### config.mk
export PLATFORM = sky130hd
export DESIGN_NAME = alu_operand_loader
export DESIGN_NICKNAME = d
export VERILOG_FILES = /design/src/rtl/alu_operand_loader.sv
export SDC_FILE = /design/constraint.sdc
export NUM_CORES = 1
export LEC_CHECK = 0
export ABC_AREA = 1
export ABC_CLOCK_PERIOD_IN_PS = 1250
export BUFFER_PORTS_ARGS = -buffer_cell sky130_fd_sc_hd__buf_2
export CORE_AREA = 2 2 48 50
export CTS_BUF_LIST = sky130_fd_sc_hd__clkbuf_8
export DETAILED_ROUTE_END_ITERATION = 8
export DIE_AREA = 0 0 50 52
export PLACE_DENSITY = 0.76
export SLEW_MARGIN = 20
export SYNTH_ARGS = -nofsm -noshare
export SYNTH_HDL_FRONTEND = slang
export SYNTH_SLANG_ARGS = --single-unit
### constraint.sdc
create_clock -name clk -period 1.25 [get_ports clk]
set_input_delay 0.375 -clock clk [delete_from_list [all_inputs] [get_ports clk]]
set_output_delay 0.375 -clock clk [all_outputs]
set_load 0.03 [all_outputs]
### src/rtl/alu_operand_loader.sv
// rtl/alu_operand_loader.sv - button/switch input stage that loads operands A, B and opcode for the ALU (optional debounce: ALU_LOADER_DEBOUNCE_EN)
module alu_operand_loader #(
    parameter int W         = 4,
    parameter int OPW       = 3,
    parameter int DB_CYCLES = 1000000
) (
    input  logic           clk,
    input  logic           rst_n,
    input  logic [W-1:0]   sw,
    input  logic           btn_next,
    input  logic           btn_clr,
    output logic [W-1:0]   a,
    output logic [W-1:0]   b,
    output logic [OPW-1:0] op,
    output logic           operands_valid,
    output logic           load_strobe,
    output logic [1:0]     phase
);

    typedef enum logic [1:0] {
        LOAD_A  = 2'd0,
        LOAD_B  = 2'd1,
        LOAD_OP = 2'd2,
        DONE    = 2'd3
    } state_t;

    // Reject parameter combinations the datapath cannot represent.
    if (OPW > W || OPW < 1) begin : g_bad_opw
        $error("alu_operand_loader: OPW must be in 1..W");
    end
    if (DB_CYCLES < 1) begin : g_bad_db
        $error("alu_operand_loader: DB_CYCLES must be at least 1");
    end

    logic [W-1:0] sw_meta, sw_sync;
    logic         next_meta, next_sync, clr_meta, clr_sync;
    logic         next_stable, clr_stable;
    logic         next_stable_q, clr_stable_q;
    logic         next_p, clr_p;
    state_t       state, state_nx;
    logic         cap_a, cap_b, cap_op, drop_valid;

    // Two-flop synchronisers for every asynchronous input.
    always_ff @(posedge clk or negedge rst_n) begin
        if (!rst_n) begin
            sw_meta   <= '0;
            sw_sync   <= '0;
            next_meta <= 1'b0;
            next_sync <= 1'b0;
            clr_meta  <= 1'b0;
            clr_sync  <= 1'b0;
        end else begin
            sw_meta   <= sw;
            sw_sync   <= sw_meta;
            next_meta <= btn_next;
            next_sync <= next_meta;
            clr_meta  <= btn_clr;
            clr_sync  <= clr_meta;
        end
    end

`ifdef ALU_LOADER_DEBOUNCE_EN
    localparam int CW = (DB_CYCLES > 1) ? $clog2(DB_CYCLES) : 1;
    localparam logic [CW-1:0] CNT_MAX = CW'(DB_CYCLES - 1);

    logic [CW-1:0] next_cnt, clr_cnt;

    // Stable level follows the synced level only after it has differed for DB_CYCLES cycles.
    always_ff @(posedge clk or negedge rst_n) begin
        if (!rst_n) begin
            next_cnt    <= '0;
            next_stable <= 1'b0;
            clr_cnt     <= '0;
            clr_stable  <= 1'b0;
        end else begin
            if (next_sync == next_stable) begin
                next_cnt <= '0;
            end else if (next_cnt == CNT_MAX) begin
                next_stable <= next_sync;
                next_cnt    <= '0;
            end else begin
                next_cnt <= next_cnt + 1'b1;
            end
            if (clr_sync == clr_stable) begin
                clr_cnt <= '0;
            end else if (clr_cnt == CNT_MAX) begin
                clr_stable <= clr_sync;
                clr_cnt    <= '0;
            end else begin
                clr_cnt <= clr_cnt + 1'b1;
            end
        end
    end
`else
    // Inputs are trusted to be clean: the synced level is the stable level.
    assign next_stable = next_sync;
    assign clr_stable  = clr_sync;
`endif

    // Previous stable levels for rising-edge detection.
    always_ff @(posedge clk or negedge rst_n) begin
        if (!rst_n) begin
            next_stable_q <= 1'b0;
            clr_stable_q  <= 1'b0;
        end else begin
            next_stable_q <= next_stable;
            clr_stable_q  <= clr_stable;
        end
    end

    assign next_p = next_stable & ~next_stable_q;
    assign clr_p  = clr_stable & ~clr_stable_q;

    // FSM state register.
    always_ff @(posedge clk or negedge rst_n) begin
        if (!rst_n) state <= LOAD_A;
        else        state <= state_nx;
    end

    // Next state and capture enables; clear overrides a simultaneous advance.
    always_comb begin
        state_nx   = state;
        cap_a      = 1'b0;
        cap_b      = 1'b0;
        cap_op     = 1'b0;
        drop_valid = 1'b0;
        if (clr_p) begin
            state_nx = LOAD_A;
        end else if (next_p) begin
            unique case (state)
                LOAD_A:  begin cap_a  = 1'b1;      state_nx = LOAD_B;  end
                LOAD_B:  begin cap_b  = 1'b1;      state_nx = LOAD_OP; end
                LOAD_OP: begin cap_op = 1'b1;      state_nx = DONE;    end
                DONE:    begin drop_valid = 1'b1;  state_nx = LOAD_A;  end
                default: state_nx = LOAD_A;
            endcase
        end
    end

    // Operand registers, valid level and one-cycle strobe on completion.
    always_ff @(posedge clk or negedge rst_n) begin
        if (!rst_n) begin
            a              <= '0;
            b              <= '0;
            op             <= '0;
            operands_valid <= 1'b0;
            load_strobe    <= 1'b0;
        end else begin
            load_strobe <= cap_op;
            if (clr_p) begin
                a              <= '0;
                b              <= '0;
                op             <= '0;
                operands_valid <= 1'b0;
            end else begin
                if (cap_a)      a  <= sw_sync;
                if (cap_b)      b  <= sw_sync;
                if (cap_op)     op <= sw_sync[OPW-1:0];
                if (cap_op)     operands_valid <= 1'b1;
                if (drop_valid) operands_valid <= 1'b0;
            end
        end
    end

    assign phase = state;

endmodule
# ---- Word level (Yosys, flattened, before mapping)
# Index checks and enable logic that the tools add are counted.
dict set report classes {
  mux 24
  n_addsub 0
  n_mul 0
  div 0
  bitwise_logic 4
  n_reduce_logical 6
  n_lt_le_gt_ge 0
  eq_ne 3
  shifts 0
}
# op n
set ops {}
lappend ops {{4-bit 2-to-1 mux} 4}
lappend ops {{1-bit 2-to-1 mux} 15}
lappend ops {{2-bit case mux with 4 select lines} 1}
lappend ops {{2-bit nonzero test} 4}
lappend ops {{3-bit 2-to-1 mux} 2}
lappend ops {{2-bit equality test, second input constant} 2}
lappend ops {{2-bit 2-to-1 mux} 2}
lappend ops {{3-bit nonzero test} 1}
lappend ops {{1-bit AND} 2}
lappend ops {{2-bit by 1-bit equality test with 1-bit output, second input constant} 1}
lappend ops {{2-bit zero test} 1}
lappend ops {{1-bit NOT} 2}
dict set report word_totals {
  latch_bits 0
  input_bits 8
  n_memories 0
  rom_bits 0
  register_bits 29
  ramBits 0
}

# ---- Depth between registers and ports, before layout
# Gate-level depths: netlist of run 1.
dict set report logic_depth {
  depth_word 7
  mapped_depth 6
  ltp_nobuf 6
}

# ---- Least setup slack after synthesis of run 1
# OpenSTA, ideal clock, no wires.
dict set report synth_timing {
  kind {reg2reg}
  start {reg state[0], in the netlist phase[0]}
  end {reg op[0]}
  required_time_ns 1.133
  path_buffers 0
  path_stages_with_launch 7
  synth_period_minus_slack_ns 1.348
  setup_time_ns 0.117
  arrival_time_ns 1.231
  slack_ns -0.098
  cell_sequence {dfrtp_1 -> inv_1 -> ha_1 -> nand3_1 -> inv_1 -> nand2_1 -> nand2_1}
}
dict set report synth_via {
  elab_chain_cells 5
}
# item line_no
set synth_lines {}
lappend synth_lines {{from (decl)} 40} ;# state_t state, state_nx;
lappend synth_lines {{from (signal assigned)} 117} ;# else state <= state_nx;
lappend synth_lines {{2-bit equality test} 130} ;# unique case (state)
lappend synth_lines {{1-bit 2-to-1 mux} 130}
lappend synth_lines {{1-bit 2-to-1 mux} 129} ;# end else if (next_p) begin
lappend synth_lines {{1-bit 2-to-1 mux} 127} ;# if (clr_p) begin
lappend synth_lines {{2-bit nonzero test (no source line)} --}
lappend synth_lines {{to (signal assigned)} 158} ;# if (cap_op) op <= sw_sync[OPW-1:0];
lappend synth_lines {{to (decl)} 14} ;# output logic [OPW-1:0] op,
# No other way between the ends.
# A chain may end at the register's enable or synchronous reset.

# ---- Worst setup path in the final report of run 1
dict set report layout_timing {
  start {reg state[0], in the netlist phase[0]}
  end {out phase[0]}
}
# item line_no
set layout_rtl {}
lappend layout_rtl {{to (decl)} 17} ;# output logic [1:0] phase
# No word-level cell between the ends.

==> results of run 1 <==
[per-layer routing]
layer / vias to the layer above / routed length, um / track usage (%)
li1: 383 / - / -
met1: 371 / 770 / 19.1
met2: 26 / 972 / 30.0
met3: 5 / 99 / 8.62
met4: 0 / 36 / 9.72
met5: - / 0 / 0
[power groups by stage]
stage | clock network, mW | registers [mW] | logic (mW)
after global routing | 0.766 | 1.11 | 0.549
final | 0.699 | 1.10 | 0.503
after global placement | 0 | 1.10 | 0.425
after detailed placement | 0 | 1.11 | 0.439
after CTS | 0.724 | 1.09 | 0.462
after floorplan | 0 | 1.25 | 0.148
[repair_timing]
action / in CTS / in global routing
setup endpoints to repair: 7 / 17
setup buffers: 1 / 0
resized for setup: 4 / 18
[flip-flops by register name (all words and copies together) (netlist names), 2 cells and up]
signal	count
a	4
b	4
sw_meta	4
sw_sync	4
op	3
phase	2
[kinds of logic (layout without fill, tap and decap cells)]
logic type	count (synthesis)	after routing	synth area share [%]
flops	29	29	66.6
simple gates	49	49	19.1
compound gates	7	7	4.13
buf+inv	11	42	4.48
fa+ha+maj	5	5	5.74
[worst paths after layout]
path	startpoint	to	slack, ps	depth (start not counted)
worst max-delay path	phase[0]	phase[0]	5	1
worst min-delay path	rst_n	operands_valid	90	2
worst max register to register	phase[1]	phase[0]	90	6
worst min register to register	next_meta	next_stable	340	0
max in group asynchronous	rst_n	phase[1]	880	2
min in group clk	sw[2]	sw_meta[2]	210	1
[stage by stage]
stage / utilization, % / hold WS [ps]
after floorplan: - / 79.4
after global placement: 58.6 / 331
after detailed placement: 58.6 / 335
after CTS: 63.5 / 103
after global routing: 65.7 / 118
final: 65.7 / 91.1
[final cells by class]
type	instances	area (um2)
Clock buffer	5	68.8
Clock inverter	3	13.8
Fill cell	168	722
Inverter	10	37.5
Multi-Input combinational cell	61	355
Sequential cell	29	728
Tap cell	28	35.0
Timing Repair Buffer	24	145
[cell usage in the layout, fill, tap and decap left out]
cell | Yosys | final
nand2_1 | 29 | 27
dfrtp_1 | 29 | 27
buf_2 | 0 | 17
nand3_1 | 17 | 14
inv_1 | 10 | 8
clkbuf_8 | 0 | 5
buf_4 | 0 | 5
a21boi_0 | 4 | 4
inv_2 | 0 | 3
nand2_2 | 1 | 3
ha_1 | 5 | 3
nand3_4 | 0 | 2
nor2_1 | 2 | 2
o21ai_0 | 2 | 2
ha_2 | 0 | 2
clkinv_2 | 0 | 2
buf_6 | 1 | 2
dfrtp_2 | 0 | 2
a21oi_1 | 1 | 1
nand3_2 | 0 | 1
==> run_results.csv, run 1 <==
group,metric,value,unit
run_status,outcome,"finished, final reports clean",
power_and_ir_drop,p_int,1.59,mW
synthesis,synth_top_area_share,66.6,%
critical_path,max_stage_delay,440,ps
global_routing,grt_max_degree,30,
final_layout,stdcell_count,160,
floorplan,start_util,51.8,%
synthesis,syn_nets,114,
detailed_routing,wire_per_inst,11.7,um
critical_path,path_class,"flop to output pin",
synthesis,postSynthCellCount,101,
synthesis,synth.avg_cell_area,10.8,um2
critical_path,worstPathMaxFanout,4,
critical_path,endpoint_kind,"output pin",
critical_path,crit_arrival,870,ps
sta,finalClockSkew,7.78,ps
sta,hold_viol_final,0,
synthesis,ys_seq_area_share,66.6,%
placed_design,pre_cts_slack,-64.2,ps
global_routing,grt_pass1_vias,740,
detailed_routing,drt-pass1-iter-count,4,
detailed_routing,drt_wl_total,1880,um
placed_design,io_buffers,22,
power_and_ir_drop,power_frac_clock,30.4,%
floorplan,dieArea,0.00260,mm2
power_and_ir_drop,power,2.30,mW
clocking,clock-root-buffer,"clkbuf_8",
final_layout,nets,144,
floorplan,core_area,0.00211,mm2
power_and_ir_drop,p_sw,0.715,mW
clocking,clock_latency,280,ps
synthesis,synth-edff-count,0,
clocking,cts_made_buffers,5,
hold_path,hold_class,"input pin to async pin",
sta,rsz0062_at_grt,"yes",
job,drv_cap,0,
sta,max_freq,803,MHz
synthesis,synthFlopType,"dfrtp_1",
critical_path,startpoint_type,"flop",
power_and_ir_drop,power.leakage,0.749,nW
critical_path,critical_path.cell_chain,"buf_6",
synthesis,synth.largest_area_cell,"dfrtp_1",
detailed_routing,antenna_left,0,
floorplan,io_pins,23,
sta,slew_viol_final,0,
sta,relSlewSlack,73.6,%
placed_design,placedCellCount,151,
synthesis,ys_warn_count,0,
clocking,clk_path_buf_depth,2,
sta,setup_slack,5.19,ps
sta,worst_pin_slew,393,ps
floorplan,fp-row-count,17,
final_layout,antenna_cells_inserted,0,
clocking,cts_sinks,29,
clocking,cts_tree,"built",
power_and_ir_drop,ir_drop,1060,uV
synthesis,yosys.cell_types.count,11,
final_layout,drive_above_1_share,33.3,%
floorplan,die_h,52,um
detailed_routing,drt_iter0_drc,18,
detailed_routing,vias,785,
global_routing,grt.total_usage,18.2,%
synthesis,syn_area,0.00109,mm2
power_and_ir_drop,combPwrFrac,21.9,%
placed_design,gp_congestion,0.822,
synthesis,synth_seq_cells,29,
critical_path,path_buf_inv,1,
synthesis,ys_top_cells_by_count,"dfrtp_1 (29), nand2_1 (29), nand3_1 (17)",
synthesis,netlist_top_cells_area,"dfrtp_1 (67%), nand2_1 (10%), nand3_1 (7.8%)",
placed_design,dp_hpwl,1360,um
detailed_routing,route.detailed.drc,0,
power_and_ir_drop,sw_frac_of_total,31.1,%
sta,setup_violations,0,
final_layout,synthToLayoutAreaGrowth,27.0,%
power_and_ir_drop,p_per_area,1660,mW/mm2
sta,fin_crit,1240,ps
detailed_routing,vias_per_cell,4.91,
global_routing,grt_first_pass_wirelength,3250,um
critical_path,cp_slowest_cell,"dfrtp_2",
placed_design,dpl_cell_area,0.00123,mm2
global_routing,antenna_found_initial,0,
clocking,h-tree-depth,2,
clocking,cts.clk_slew.worst_paths,60,ps
critical_path,crit_family,"flip-flops",
global_routing,grt_overflow,0,
sta,fin_tns_setup,0,ps
final_layout,fin_area,0.00138,mm2
synthesis,async_flop_share,100,%
clocking,cts_hold_buf,0,
power_and_ir_drop,pwr-share-seq,47.8,%
sta,period_share,99.6,%
floorplan,die_w,50,um
critical_path,cp_data_required_time,880,ps
(Power assumes the default switching activity.)
==> inputs of run 2 (changes only) <==
- ABC_AREA: 1 -> 0
- CORE_AREA: 2 2 48 50 -> 2 2 47 49
- DIE_AREA: 0 0 50 52 -> 0 0 49 51
- PLACE_DENSITY: 0.76 -> 0.77
==> run 2 against run 1 <==
The run now ends with setup timing left. Maximum frequency is 6.3% lower. Setup slack worse by 83 ps. Highest routed layer unchanged. Largest cell class unchanged. Wire length fell by 5.4%.
==> run_results.csv, run 2 <==
group,metric,value,unit
run_status,violations,"setup timing",
global_routing,grt_first_pass_wirelength,2860,um
clocking,h-tree-depth,2,
detailed_routing,drt_wl_total,1780,um
global_routing,grt_pass1_vias,629,
final_layout,multi_input_area,339,um2
critical_path,crit_arrival,950,ps
synthesis,synth.avg_cell_area,13.6,um2
floorplan,core_area,0.00206,mm2
placed_design,gp_congestion,0.776,
floorplan,io_pins,23,
detailed_routing,antenna_left,0,
critical_path,max_stage_delay,430,ps
detailed_routing,met1_length,749,um
global_routing,grt_overflow,0,
power_and_ir_drop,sw_frac_of_total,26.3,%
critical_path,critical_path.cell_chain,"buf_6 > buf_6",
final_layout,final_common_cell,"dfrtp_1",
critical_path,path_buf_inv,2,
power_and_ir_drop,combPwrFrac,20.5,%
synthesis,synth-edff-count,0,
sta,setup_violations,3,
clocking,cts.clk_slew.worst_paths,60,ps
detailed_routing,drt-pass1-iter-count,4,
power_and_ir_drop,p_int,1.88,mW
critical_path,path_class,"flop to output pin",
final_layout,stdcell_count,142,
sta,max_freq,753,MHz
synthesis,ys_warn_count,0,
clocking,cts_tree,"built",
final_layout,drive_above_1_share,43.9,%
run_status,outcome,"finished with violations",
floorplan,die_h,51,um
critical_path,worstPathMaxFanout,3,
synthesis,async_flop_share,100,%
critical_path,cp_data_required_time,880,ps
final_layout,nets,126,
critical_path,cp_slowest_cell,"dfrtp_2",
floorplan,die_w,49,um
power_and_ir_drop,p_sw,0.673,mW
synthesis,netlist_top_cells_area,"dfrtp_1 (69%), ha_1 (6.0%), nand3_1 (5.3%)",
detailed_routing,vias,712,
power_and_ir_drop,power.leakage,0.718,nW
sta,hold_viol_final,0,
detailed_routing,wl_met3,106,um
synthesis,ys_seq_area_share,69.5,%
sta,setup_slack,-78.0,ps
global_routing,grt.total_usage,17.0,%
clocking,cts_made_buffers,5,
floorplan,fp-row-count,17,
clocking,clk_path_buf_depth,2,
power_and_ir_drop,ir_drop,1200,uV
clocking,cts_hold_buf,0,
sta,period_share,106,%
floorplan,dieArea,0.00250,mm2
power_and_ir_drop,power_frac_clock,37.5,%
synthesis,synthFlopType,"dfrtp_1",
clocking,cts_sinks,29,
detailed_routing,vias_per_cell,5.01,
final_layout,final_cell_mix,"dfrtp_1 (27), buf_2 (19), nand3_1 (10)",
floorplan,start_util,50.6,%
synthesis,yosys.cell_types.count,18,
detailed_routing,wire_per_inst,12.5,um
final_layout,synthToLayoutAreaGrowth,36.2,%
synthesis,synth_seq_cells,29,
sta,worst_pin_slew,341,ps
clocking,clock-root-buffer,"clkbuf_8",
final_layout,fillers,162,
placed_design,pre_cts_slack,-21.7,ps
power_and_ir_drop,p_per_area,1800,mW/mm2
detailed_routing,route.detailed.drc,0,
critical_path,crit_family,"flip-flops",
final_layout,final_util,69.0,%
power_and_ir_drop,pwr-share-seq,42.0,%
global_routing,grt_max_degree,30,
detailed_routing,wl_met2,867,um
sta,finalClockSkew,5.59,ps
sta,relSlewSlack,77.2,%
final_layout,antenna_cells_inserted,0,
synthesis,synth.most_common_cell,"dfrtp_1",
detailed_routing,drt_iter0_drc,11,
critical_path,path_common_cell,"buf_6",
placed_design,dp_hpwl,1130,um
sta,fin_crit,1330,ps
global_routing,antenna_found_initial,0,
synthesis,ys_top_cells_by_count,"dfrtp_1 (29), nand3_1 (11), o21ai_0 (10)",
synthesis,synth_top_area_share,69.5,%
synthesis,postSynthCellCount,77,
synthesis,synth.largest_area_cell,"dfrtp_1",
sta,rsz0062_at_grt,"yes",
critical_path,startpoint_type,"flop",
placed_design,placedCellCount,129,
synthesis,syn_area,0.00104,mm2
critical_path,endpoint_kind,"output pin",
placed_design,io_buffers,22,
final_layout,regArea,728,um2
detailed_routing,top_layer,"met4",
synthesis,syn_nets,90,
clocking,clock_latency,270,ps
job,drv_cap,0,
hold_path,hold_class,"input pin to async pin",
sta,slew_viol_final,0,
run 2: changes by cell type in the layout (fill, tap and decap cells not counted), moves of 3 or more:
cell,delta
nand3_1,-4
a21boi_0,-4
nand2_2,-3
o21ai_1,+5
nand2_1,-23
o21ai_0,+4
inv_1,-6
run 2: logic make-up (layout without fill, tap and decap cells):
family | after synthesis | count (layout) | synth area share [%]
AND/OR/NAND/NOR | 25 | 25 | 13.9
adder cells (fa/ha/maj) | 5 | 5 | 5.99
buffers and inverters | 4 | 41 | 1.80
AO/OA/AOI/OAI | 13 | 13 | 7.90
multiplexers | 1 | 1 | 0.958
flip-flops | 29 | 29 | 69.5
run 2: path summary, 6_finish.rpt:
path                                  from    endpoint  slack [ps]  cells after the start
worst max-delay path              phase[0]    phase[0]         -80                      2
worst min-delay path                 rst_n        b[0]          80                      2
worst max register to register    phase[0]        a[1]         -20                      5
worst min register to register  sw_meta[2]  sw_sync[2]         340                      0
max in group asynchronous            rst_n    phase[1]         880                      2
min in group clk                  btn_next   next_meta         200                      1
run 2: layout make-up:
type | instances | share of cell area (%)
Timing Repair Buffer | 30 | 13.5
Tap cell | 28 | 2.46
Clock buffer | 6 | 5.80
Sequential cell | 29 | 51.2
Clock inverter | 2 | 2.37
Inverter | 3 | 0.792
Multi-Input combinational cell | 44 | 23.8
run 2: worst register-to-register path, cell delays in order, from the launching register on:
cell,delay [ps]
dfrtp_2,430
inv_2,120
ha_4,140
nand3b_1,210
nand3_1,150
o21ai_1,80
run 2: routing by layer:
metal	GRT usage, %	vias to the layer above
li1	-	335
met1	19.2	345
met2	26.3	23
met3	8.19	9
met4	10.0	0
met5	0	-
run 2: power by group through the flow:
stage	registers [mW]	clock network, mW	logic (mW)
after floorplan	1.21	0	0.131
after global placement	1.08	0	0.395
after detailed placement	1.08	0	0.404
after CTS	1.07	0.978	0.457
after global routing	1.08	1.03	0.573
final	1.07	0.957	0.524
run 2: what timing repair did:
| action | CTS | global route |
|---|---|---|
| pin swaps | 4 | 6 |
| hold endpoints to repair | 0 | 0 |
| resized for setup | 7 | 13 |
| endpoints found under the setup margin | 6 | 15 |
| buffers inserted | 2 | 3 |
| cloned | 0 | 0 |
run 2: per-stage QoR:
stage	power [mW]	hold WS, ps	setup TNS [ps]	area (um2)
CTS	2.51	95.1	-170	1370
global route	2.69	110	-715	1420
finish	2.56	84.7	-154	1420
detailed placement	1.49	336	-41.1	1210
global placement	1.47	332	0	1210
floorplan	1.34	79.4	0	1050
==> inputs of run 3 (changes only) <==
--- a/config.mk
+++ b/config.mk
@@ -14,3 +14,4 @@
 export DIE_AREA = 0 0 49 51
-export PLACE_DENSITY = 0.77
+export PLACE_DENSITY = 0.75
+export REMOVE_ABC_BUFFERS = 1
 export SLEW_MARGIN = 20
--- a/constraint.sdc
+++ b/constraint.sdc
@@ -3,2 +3,2 @@
 set_output_delay 0.375 -clock clk [all_outputs]
-set_load 0.03 [all_outputs]
+set_load 0.005 [all_outputs]
==> run 3 against run 2 <==
The flow still finishes with violations (setup timing). Sequential power barely moved. Via count shrank 1.3%. Combinational power is 20% lower. Critical path type unchanged. Critical endpoint is now phase[1]. Largest power group unchanged.
==> run_results.csv, run 3 (synthesized netlist as in run 2, its figures left out) <==
group,metric,value,unit
job,drv_cap,0,
floorplan,die_h,51,um
critical_path,r2r-end,"operands_valid",
final_layout,final_util,70.2,%
detailed_routing,antenna_left,0,
final_layout,nets,127,
detailed_routing,wire_per_inst,13.0,um
sta,period_share,104,%
power_and_ir_drop,sw_frac_of_total,23.5,%
floorplan,start_util,50.6,%
clocking,h-tree-depth,2,
sta,fin_tns_setup,-145,ps
final_layout,final_common_cell,"dfrtp_1",
run_status,outcome,"finished with violations",
clocking,clock-root-buffer,"clkbuf_8",
global_routing,busiest_layer,"met2",
global_routing,met3_usage,7.89,%
detailed_routing,vias,703,
sta,worst_pin_slew,308,ps
placed_design,dpl_cell_area,0.00122,mm2
critical_path,reg2reg_from,"phase[0]",
sta,slew_viol_final,0,
final_layout,final_cell_mix,"dfrtp_1 (29), buf_2 (20), nand3_1 (8)",
power_and_ir_drop,pwr-share-seq,43.6,%
critical_path,crit_arrival,930,ps
global_routing,grt_overflow,0,
clocking,cts_tree,"built",
hold_path,hold_class,"input pin to async pin",
critical_path,cp_data_required_time,880,ps
power_and_ir_drop,ir_drop,1250,uV
sta,finalClockSkew,7.21,ps
global_routing,antenna_found_initial,0,
critical_path,path_class,"flop to output pin",
detailed_routing,drt_wl_total,1870,um
sta,relSlewSlack,79.4,%
power_and_ir_drop,p_int,1.89,mW
global_routing,gr-usage-met2,28.1,%
floorplan,die_w,49,um
global_routing,grt_first_pass_wirelength,3000,um
sta,setup_violations,4,
critical_path,r2r_cells,5,
sta,hold_viol_final,0,
final_layout,antenna_cells_inserted,0,
detailed_routing,route.detailed.drc,0,
clocking,cts_made_buffers,5,
detailed_routing,drt_iter0_drc,7,
power_and_ir_drop,power,2.47,mW
final_layout,fin_area,0.00145,mm2
power_and_ir_drop,power.leakage,0.731,nW
sta,holdWs,24.8,ps
critical_path,startpoint_type,"flop",
final_layout,synthToLayoutAreaGrowth,38.6,%
floorplan,io_pins,23,
detailed_routing,vias_per_cell,4.92,
clocking,clk_path_buf_depth,2,
floorplan,fp-row-count,17,
run_status,violations,"setup timing",
clocking,cts_sinks,29,
placed_design,dp_hpwl,1230,um
global_routing,met1_usage,19.2,%
global_routing,grt.total_usage,17.6,%
clocking,cts_hold_buf,0,
critical_path,worstPathMaxFanout,3,
clocking,clock_latency,280,ps
sta,setup_slack,-51.9,ps
placed_design,gp_congestion,0.741,
floorplan,dieArea,0.00250,mm2
clocking,cts.clk_slew.worst_paths,60,ps
sta,rsz0062_at_grt,"yes",
power_and_ir_drop,p_per_area,1710,mW/mm2
global_routing,grt_max_degree,30,
detailed_routing,drt-pass1-iter-count,4,
critical_path,endpoint_kind,"output pin",
power_and_ir_drop,combPwrFrac,16.9,%
power_and_ir_drop,power_frac_clock,39.5,%
sta,max_freq,768,MHz
critical_path,r2r_slack,-40,ps
sta,fin_crit,1300,ps
placed_design,io_buffers,22,
global_routing,grt_pass1_vias,656,
final_layout,drive_above_1_share,44.3,%
power_and_ir_drop,p_sw,0.581,mW
floorplan,core_area,0.00206,mm2
run 3: final cells by class:
cell class / count / area [um2]
Sequential cell: 29 / 726
Multi-Input combinational cell: 44 / 349
Clock inverter: 2 / 33.8
Inverter: 3 / 11.3
Clock buffer: 6 / 82.6
Timing Repair Buffer: 31 / 210
Tap cell: 28 / 35.0
Fill cell: 154 / 616
run 3: critical path, cell delays in order (launching register included):
cell and delay [ps]:
dfrtp_1 420, buf_6 130, buf_6 100
run 3: worst max-delay path by stage:
stage          cells after the start  slack, ps        endpoint  startpoint
2_1_floorplan                      4        100  operands_valid    phase[0]
3_3_place_gp                       5         40            a[0]    phase[1]
3_5_place_dp                       5        -40            a[3]    phase[0]
4_1_cts                            2        -40        phase[1]    phase[1]
5_1_grt                            5       -130            b[0]    phase[1]
6_report                           2        -50        phase[1]    phase[1]
run 3: routing by layer:
layer,part of all wire (%),vias up
li1,-,336
met1,42,347
met2,50,15
met3,5.1,5
met4,2.5,0
met5,0,-
run 3: power groups by stage:
stage                     combinational [mW]  clock, mW  sequential [mW]
final                                  0.417      0.977             1.08
after global routing                   0.463       1.03             1.09
after CTS                              0.343      0.985             1.07
after detailed placement               0.292          0             1.08
after global placement                 0.279          0             1.08
after floorplan                        0.129          0             1.09
run 3: per-stage QoR:
step           std cells  worst slack [ps]
3_3_place_gp         129              38.8
6_report             143             -51.9
5_1_grt              143              -132
3_5_place_dp         129             -43.9
2_1_floorplan         76              97.1
4_1_cts              139             -40.5
run 3: what timing repair did:
item,CTS,global route
setup endpoints to repair,7,13
resized for setup,6,12
buffers inserted,2,4
pin swaps,5,9
